==> src/rtl/render_rect_datapath.sv <==
// Rectangle raster datapath: stages x/y from a shared bus, then on start emits a BOX_W x BOX_H
// block of pixels, one per clock, with screen clipping on the adapter write-enable.
module render_rect_datapath #(
  parameter int unsigned X_W      = 8,
  parameter int unsigned Y_W      = 7,
  parameter int unsigned COLOUR_W = 3,
  parameter int unsigned SCREEN_W = 160,
  parameter int unsigned SCREEN_H = 120,
  parameter int unsigned BOX_W    = 4,
  parameter int unsigned BOX_H    = 4
) (
  input  logic                clk,
  input  logic                resetn,
  input  logic [X_W-1:0]      data_in,
  input  logic [COLOUR_W-1:0] colour_in,
  input  logic                ld_x,
  input  logic                ld_y,
  input  logic                start_count,
  output logic [X_W-1:0]      x_out,
  output logic [Y_W-1:0]      y_out,
  output logic [COLOUR_W-1:0] colour_out,
  output logic                plot,
  output logic                busy,
  output logic                done
);

  localparam int unsigned ColW = (BOX_W > 1) ? $clog2(BOX_W) : 1;
  localparam int unsigned RowW = (BOX_H > 1) ? $clog2(BOX_H) : 1;
  localparam logic [ColW-1:0] ColLast = ColW'(BOX_W - 1);
  localparam logic [RowW-1:0] RowLast = RowW'(BOX_H - 1);
  localparam logic [X_W:0]    ScrW    = (X_W + 1)'(SCREEN_W);
  localparam logic [Y_W:0]    ScrH    = (Y_W + 1)'(SCREEN_H);

  typedef enum logic [1:0] {StIdle, StDraw, StFinish} state_e;

  state_e              state_q;
  logic [X_W-1:0]      x_stage_q, x0_q, x_out_q;
  logic [Y_W-1:0]      y_stage_q, y0_q, y_out_q;
  logic [COLOUR_W-1:0] colour_out_q;
  logic [ColW-1:0]     col_q, col_d;
  logic [RowW-1:0]     row_q, row_d;
  logic                plot_q, busy_q, done_q;

  logic [X_W-1:0] base_x;
  logic [Y_W-1:0] base_y;
  logic [X_W:0]   sum_x;
  logic [Y_W:0]   sum_y;
  logic           in_screen, last_pix;

  // col_d/row_d is the pixel emitted on this edge; on the start edge it is (0,0) taken
  // straight from the staging regs so the first pixel appears one cycle after start.
  always_comb begin
    base_x = x0_q;
    base_y = y0_q;
    col_d  = col_q;
    row_d  = row_q;
    if (state_q == StIdle) begin
      base_x = x_stage_q;
      base_y = y_stage_q;
      col_d  = '0;
      row_d  = '0;
    end else if (col_q == ColLast) begin
      col_d = '0;
      row_d = row_q + 1'b1;
    end else begin
      col_d = col_q + 1'b1;
    end
    sum_x     = {1'b0, base_x} + {{(X_W + 1 - ColW){1'b0}}, col_d};
    sum_y     = {1'b0, base_y} + {{(Y_W + 1 - RowW){1'b0}}, row_d};
    in_screen = (sum_x < ScrW) && (sum_y < ScrH);
    last_pix  = (col_d == ColLast) && (row_d == RowLast);
  end

  always_ff @(posedge clk) begin
    if (!resetn) begin
      state_q      <= StIdle;
      x_stage_q    <= '0;
      y_stage_q    <= '0;
      x0_q         <= '0;
      y0_q         <= '0;
      col_q        <= '0;
      row_q        <= '0;
      x_out_q      <= '0;
      y_out_q      <= '0;
      colour_out_q <= '0;
      plot_q       <= 1'b0;
      busy_q       <= 1'b0;
      done_q       <= 1'b0;
    end else begin
      if (ld_x) x_stage_q <= data_in;
      if (ld_y) y_stage_q <= data_in[Y_W-1:0];
      plot_q <= 1'b0;
      done_q <= 1'b0;
      unique case (state_q)
        StIdle: begin
          busy_q <= 1'b0;
          if (start_count) begin
            x0_q         <= x_stage_q;
            y0_q         <= y_stage_q;
            colour_out_q <= colour_in;
            col_q        <= col_d;
            row_q        <= row_d;
            x_out_q      <= sum_x[X_W-1:0];
            y_out_q      <= sum_y[Y_W-1:0];
            plot_q       <= in_screen;
            busy_q       <= 1'b1;
            state_q      <= last_pix ? StFinish : StDraw;
          end
        end
        StDraw: begin
          col_q   <= col_d;
          row_q   <= row_d;
          x_out_q <= sum_x[X_W-1:0];
          y_out_q <= sum_y[Y_W-1:0];
          plot_q  <= in_screen;
          state_q <= last_pix ? StFinish : StDraw;
        end
        StFinish: begin
          busy_q  <= 1'b0;
          done_q  <= 1'b1;
          state_q <= StIdle;
        end
        default: state_q <= StIdle;
      endcase
    end
  end

  assign x_out      = x_out_q;
  assign y_out      = y_out_q;
  assign colour_out = colour_out_q;
  assign plot       = plot_q;
  assign busy       = busy_q;
  assign done       = done_q;

endmodule

==> config.mk <==
export PLATFORM = sky130hd
export DESIGN_NAME = render_rect_datapath
export DESIGN_NICKNAME = d
export VERILOG_FILES = /design/src/rtl/render_rect_datapath.sv
export SDC_FILE = /design/constraint.sdc
export NUM_CORES = 1
export LEC_CHECK = 0
export CAP_MARGIN = 20
export CORE_MARGIN = 4
export CORE_UTILIZATION = 49
export CTS_CLUSTER_SIZE = 20
export DETAILED_ROUTE_END_ITERATION = 8
export PLACE_DENSITY = 0.81
export RECOVER_POWER = 100
export SLEW_MARGIN = 10
export SYNTH_ARGS = -nofsm -noshare
export SYNTH_HDL_FRONTEND = slang
export SYNTH_SLANG_ARGS = --single-unit
==> constraint.sdc <==
create_clock -name clk -period 2.94 [get_ports clk]
set_input_delay 0.441 -clock clk [delete_from_list [all_inputs] [get_ports clk]]
set_output_delay 0.441 -clock clk [all_outputs]
set_load 0.02 [all_outputs]
==> results.yml, run 1 <==
logic_synthesis:
  syn_inst: 317
  syn_area_per_cell_um2: 9.039
  synth_top_area_share_pct: 39.83
  yosysSeqAreaShare_pct: 39.83
  synth_area_leaders: "dfxtp_1 40%, nand2_1 8.9%, mux2i_1 8.0%"
  yosysMostFrequentCell: "nand2_1"
  synth_edf_count: 0
  syn-num-nets: 340
  ys_seq_elements: 57
  netlist_area_um2: 2865
  synthFlopType: "dfxtp_1"
  ys_types: 42
  yosys-top-cells-count: "68 x nand2_1, 57 x dfxtp_1, 29 x a21boi_0, 23 x mux2i_1, 17 x nor2b_1"
  synth_area_leader_cell: "dfxtp_1"
  yosysWarnings: 0
  synthArstFlopShare_pct: 0
pwr:
  peakVddDrop_mv: 0.3593
  p_leak_nw: 1.385
  finalPower_mw: 1.883
  power_density_nw_per_um2: 540.8
finish:
  insertedDiodeCount: 0
  final_util_pct: 62.47
  stdcell_count: 429
  final_cell_area_um2: 3482
  nFillCells: 484
  area_growth_pct: 21.53
  layout-drive-gt1-share_pct: 8.683
  register_area_um2: 1141
  nets: 375
  multi_input_area_um2: 1590
clock_network:
  cts_buffer_depth: 2
  cts_made_buffers: 9
  htreeDepth: 3
  clk-insertion-delay-late_ns: 0.34
  cts.reportedPaths.clkPinSlew_ns: 0.06
  clkSinkCount: 57
  postCtsHoldBufs: 0
  cts.repair.resized: 0
  cts_root_buffer: "clkbuf_8"
  post_cts_buffers: 0
  cts_tree: "yes"
sta:
  finalCriticalPeriod_ns: 2.599
  max_freq_ghz: 0.3848
  relSlewSlack_pct: 32.60
  final.setup.worst_slack_ns: 0.3415
  timing.setup.tns_ns: 0
  holdWs_ns: 0.4611
  skew_ns: 0.006984
  finalSetupViolations: 0
  hold_viol: 0
  slew_violations: 0
  finalCritPeriodShare_pct: 88.39
  rsz0062_at_grt: "no"
  tightest_slew_ns: 1.010
floorplan:
  io_pins: 37
  std_cell_rows: 27
  initial_core_util_pct: 51.40
  fp.dieW_um: 84.47
  die_h_um: 84.47
  core_area_um2: 5574
  die_area_um2: 7135
global_routing:
  antenna_found_initial: 0
  grt_pass1_vias: 2216
  grt_max_degree: 56
  grt_pass1_wl_um: 10480
  grt.total_usage_pct: 18.50
  grt-ovfl-total: 0
hold_path:
  hp-class: "register to register"
routing:
  ant_nets: 0
  drt_drc_violations_left: 0
  wire_per_inst_um: 14.25
  via_per_inst: 5.280
  drt_iter0_drc: 95
  wl_um: 6115
  vias: 2265
  detail_route.first_pass.iterations: 4
place:
  dp_cells: 413
  pre_cts_slack_ns: 0.3641
  place_area_um2: 3276
  portBuffers: 36
  routabilityCongestion: 0.8614
  dpl.hpwl_um: 4395
setup_path:
  critical_path_class: "register to register"
  cp-start-kind: "register"
  crit_arrival_ns: 2.83
  worstPathRequired_ns: 3.18
  cp_max_fo: 4
  worstSetupEndpointType: "register"
run_status:
  outcome: "complete, no violations"
flow_run:
  drv_cap: 0
worst max-delay path, cell delays in order, from the launching register on:
cell      delay (ns)
dfxtp_1         0.38
ha_1            0.26
nand2_1         0.09
xor2_1          0.14
nor2_1          0.18
inv_1           0.09
fa_1            0.49
nand3b_1        0.19
o22ai_1         0.19
xnor2_1         0.16
nand4b_1        0.12
and4_1          0.21
logic make-up after synthesis:
family          share of synthesized area [%]
flops                                   39.83
fa+ha+maj                               3.581
mux                                     10.00
simple gates                            23.49
compound gates                          15.59
xor+xnor                                3.362
buf+inv                                 4.148
layout by cell type, fill, tap and decap left out, types with 2 or more instances in the layout:
cell type        netlist  final
a21boi_0              29     29
a21oi_1                9      9
a221oi_1               0      2
and2_0                 0      3
and2_1                 8      5
buf_4                  2      6
bufinv_16              0      2
clkbuf_1               9      2
clkbuf_8               0     11
clkdlybuf4s50_1        0     11
clkinv_2               0      2
dfxtp_1               57     57
dlygate4sd3_1          0     25
fa_1                   2      2
ha_1                   5      5
inv_1                  5      5
mux2_2                 5      4
mux2i_1               23     23
nand2_1               68     69
nand3_1                4      4
nand3b_1               4      4
nand4bb_1              3      3
nor2_1                 9      9
nor2b_1               17     17
nor3b_1                3      3
o211a_1                2      2
o211ai_1               4      4
o21ai_0                9      9
o21ai_1                2      2
or3b_1                 2      2
xnor2_1                4      4
xor2_1                 7      7
final cells by class:
cell class / instances / share of cell area, %
Multi-Input combinational cell: 235 / 45.67
Sequential cell: 57 / 32.77
Timing Repair Buffer: 44 / 11.86
Clock buffer: 11 / 4.348
Tap cell: 72 / 2.587
Clock inverter: 5 / 2.228
Inverter: 5 / 0.5390
registers in the layout, summed over array words and instances, names as in the netlist:
register	cells
x_out	8
plot	1
x0_q	8
state_q	2
colour_out	3
y_stage_q	7
x_stage_q	8
y_out	7
done	1
busy	1
row_q	2
col_q	2
y0_q	7
final timing paths:
path | from | end | slack, ns | cells past startpoint
min reg2reg | y_out[3]$_SDFFE_PN0P_ | y_out[3]$_SDFFE_PN0P_ | 0.46 | 2
max reg2reg | col_q[0]$_SDFFE_PN0P_ | plot$_SDFF_PN0_ | 0.34 | 11
min | y_out[3]$_SDFFE_PN0P_ | y_out[3]$_SDFFE_PN0P_ | 0.46 | 2
max | col_q[0]$_SDFFE_PN0P_ | plot$_SDFF_PN0_ | 0.34 | 11
metal layers:
| layer | part of all wire, % | track usage [%] | vias to the layer above |
|---|---|---|---|
| met3 | 4.6 | 4.318 | 16 |
| met4 | 2.4 | 9.928 | 0 |
| met1 | 48 | 23.61 | 1049 |
| li1 | - | - | 1150 |
| met5 | 0 | 0 | - |
| met2 | 45 | 28.98 | 50 |
where the power goes:
group / switching (mW) / internal [mW]
registers: 0.0293 / 0.808
logic: 0.116 / 0.100
clock network: 0.310 / 0.520
Power figures use the tool's default switching activity.
==> run 2, diff against run 1 <==
--- a/config.mk
+++ b/config.mk
@@ -5,12 +5,12 @@
 export SDC_FILE = /design/constraint.sdc
 export NUM_CORES = 1
 export LEC_CHECK = 0
-export CAP_MARGIN = 20
+export CAP_MARGIN = 10
 export CORE_MARGIN = 4
-export CORE_UTILIZATION = 49
+export CORE_UTILIZATION = 40
 export CTS_CLUSTER_SIZE = 20
 export DETAILED_ROUTE_END_ITERATION = 8
-export PLACE_DENSITY = 0.81
+export PLACE_DENSITY = 0.7
 export RECOVER_POWER = 100
 export SLEW_MARGIN = 10
 export SYNTH_ARGS = -nofsm -noshare
==> results.yml, run 2 (synthesis results as in run 1) <==
run_status:
  outcome: "complete, no violations"
pwr:
  p_seq_share_pct: 50.7
  p_sw_share_pct: 26.46
  power_density_nw_per_um2: 479.5
  pwr-share-comb_pct: 13.0
  power_switching_mw: 0.4361
  p_int_mw: 1.212
  peakVddDrop_mv: 0.3762
  p_leak_nw: 1.338
  power_frac_clock_pct: 36.2
setup_path:
  cp-start-kind: "register"
  regToRegEndpoint: "plot$_SDFF_PN0_"
  r2r_slack_ns: 0.23
  r2r-start: "col_q[0]$_SDFFE_PN0P_"
  rr_worst_depth: 11
  critical_path_class: "register to register"
  worstSetupEndpointType: "register"
  cp_max_fo: 4
  worstPathRequired_ns: 3.16
  crit_arrival_ns: 2.93
sta:
  skew_ns: 0.01017
  finalCriticalPeriod_ns: 2.710
  tightest_slew_ns: 1.293
  max_freq_ghz: 0.3690
  relSlewSlack_pct: 13.77
  finalSetupViolations: 0
  rsz0062_at_grt: "no"
  timing.setup.tns_ns: 0
  finalCritPeriodShare_pct: 92.17
  hold_viol: 0
  slew_violations: 0
routing:
  wire_per_inst_um: 13.29
  topRoutingLayerUsed: "met4"
  drt_iter0_drc: 80
  wl_met2_um: 2465
  vias: 2207
  via_per_inst: 4.894
  wl_um: 5993
  wl_met3_um: 266
  drt-met1-wl_um: 3171
  detail_route.first_pass.iterations: 4
  ant_nets: 0
  drt_drc_violations_left: 0
floorplan:
  die_h_um: 92.64
  core_area_um2: 6869
  die_area_um2: 8581
  io_pins: 37
  fp.dieW_um: 92.64
  std_cell_rows: 30
  initial_core_util_pct: 41.71
clock_network:
  cts_made_buffers: 9
  cts_root_buffer: "clkbuf_8"
  htreeDepth: 3
  postCtsHoldBufs: 0
  cts_tree: "yes"
  cts_buffer_depth: 2
  clkSinkCount: 57
  cts.repair.resized: 0
  post_cts_buffers: 0
  clk-insertion-delay-late_ns: 0.33
  cts.reportedPaths.clkPinSlew_ns: 0.07
flow_run:
  drv_cap: 0
global_routing:
  grt-ovfl-total: 0
  antenna_found_initial: 0
  grt_pass1_wl_um: 10250
  grt_max_degree: 39
  grt.total_usage_pct: 15.06
  grt_pass1_vias: 2058
finish:
  final_util_pct: 50.04
  layout-drive-gt1-share_pct: 7.887
  insertedDiodeCount: 0
  area_growth_pct: 19.96
  final_cell_mix: "68 x nand2_1, 57 x dfxtp_1, 29 x a21boi_0, 23 x mux2i_1, 22 x dlygate4sd3_1"
  layout_commonest_cell: "nand2_1"
  nets: 373
  stdcell_count: 451
place:
  dpl.hpwl_um: 4306
  routabilityCongestion: 0.8107
  portBuffers: 36
  dp_cells: 435
hold_path:
  hp-class: "register to register"
  holdPathStages: 2
  hp-start: "colour_out[0]$_SDFFE_PN0P_"
  hold_end: "colour_out[0]$_SDFFE_PN0P_"
[run 2: metrics by stage]
stage	instance area [um^2]	setup WS, ns	power, mW	hold slack, ns
after floorplan	2865	0.2907	0.9924	0.4410
after global placement	3303	0.2791	1.075	0.4525
after detailed placement	3303	0.2546	1.078	0.4551
after CTS	3460	0.2372	1.676	0.4646
after global routing	3437	0.03053	1.729	0.4852
final	3437	0.2303	1.648	0.4622
[run 2: power groups by stage]
stage / Sequential, mW / Clock [mW] / Combinational, mW
after global routing: 0.841 / 0.649 / 0.239
after floorplan: 0.863 / 0 / 0.130
final: 0.836 / 0.597 / 0.215
after CTS: 0.836 / 0.614 / 0.226
after global placement: 0.853 / 0 / 0.222
after detailed placement: 0.853 / 0 / 0.225
[run 2: cell type report]
type	instances	area (um^2)
Clock inverter	3	17.52
Timing Repair Buffer	42	401.6
Inverter	5	18.77
Fill cell	657	3432
Multi-Input combinational cell	235	1599
Tap cell	96	120.1
Sequential cell	57	1141
Clock buffer	13	138.9
[run 2: per-layer routing]
| metal | GRT usage [%] | up-vias |
|---|---|---|
| met2 | 21.03 | 44 |
| met4 | 6.227 | 0 |
| li1 | - | 1144 |
| met1 | 21.26 | 1011 |
| met5 | 0 | - |
| met3 | 4.793 | 8 |
[run 2: worst max path at each step]
stage / start / cells after the start / slack [ns] / to
2_1_floorplan: state_q[0]$_SDFFE_PN0P_ / 11 / 0.29 / plot$_SDFF_PN0_
3_3_place_gp: col_q[0]$_SDFFE_PN0P_ / 11 / 0.28 / plot$_SDFF_PN0_
3_5_place_dp: col_q[0]$_SDFFE_PN0P_ / 11 / 0.25 / plot$_SDFF_PN0_
4_1_cts: col_q[0]$_SDFFE_PN0P_ / 11 / 0.24 / plot$_SDFF_PN0_
5_1_grt: col_q[0]$_SDFFE_PN0P_ / 11 / 0.03 / plot$_SDFF_PN0_
6_report: col_q[0]$_SDFFE_PN0P_ / 11 / 0.23 / plot$_SDFF_PN0_
[run 2: worst max-delay path, stage by stage, from the launching register on]
cell and delay [ns]:
dfxtp_1 0.38, ha_1 0.24, nand2_1 0.09, xor2_1 0.15, nor2_1 0.20, inv_1 0.10
fa_1 0.49, nand3b_1 0.18, o22ai_1 0.19, xnor2_1 0.20, nand4b_1 0.16, and4_1 0.23
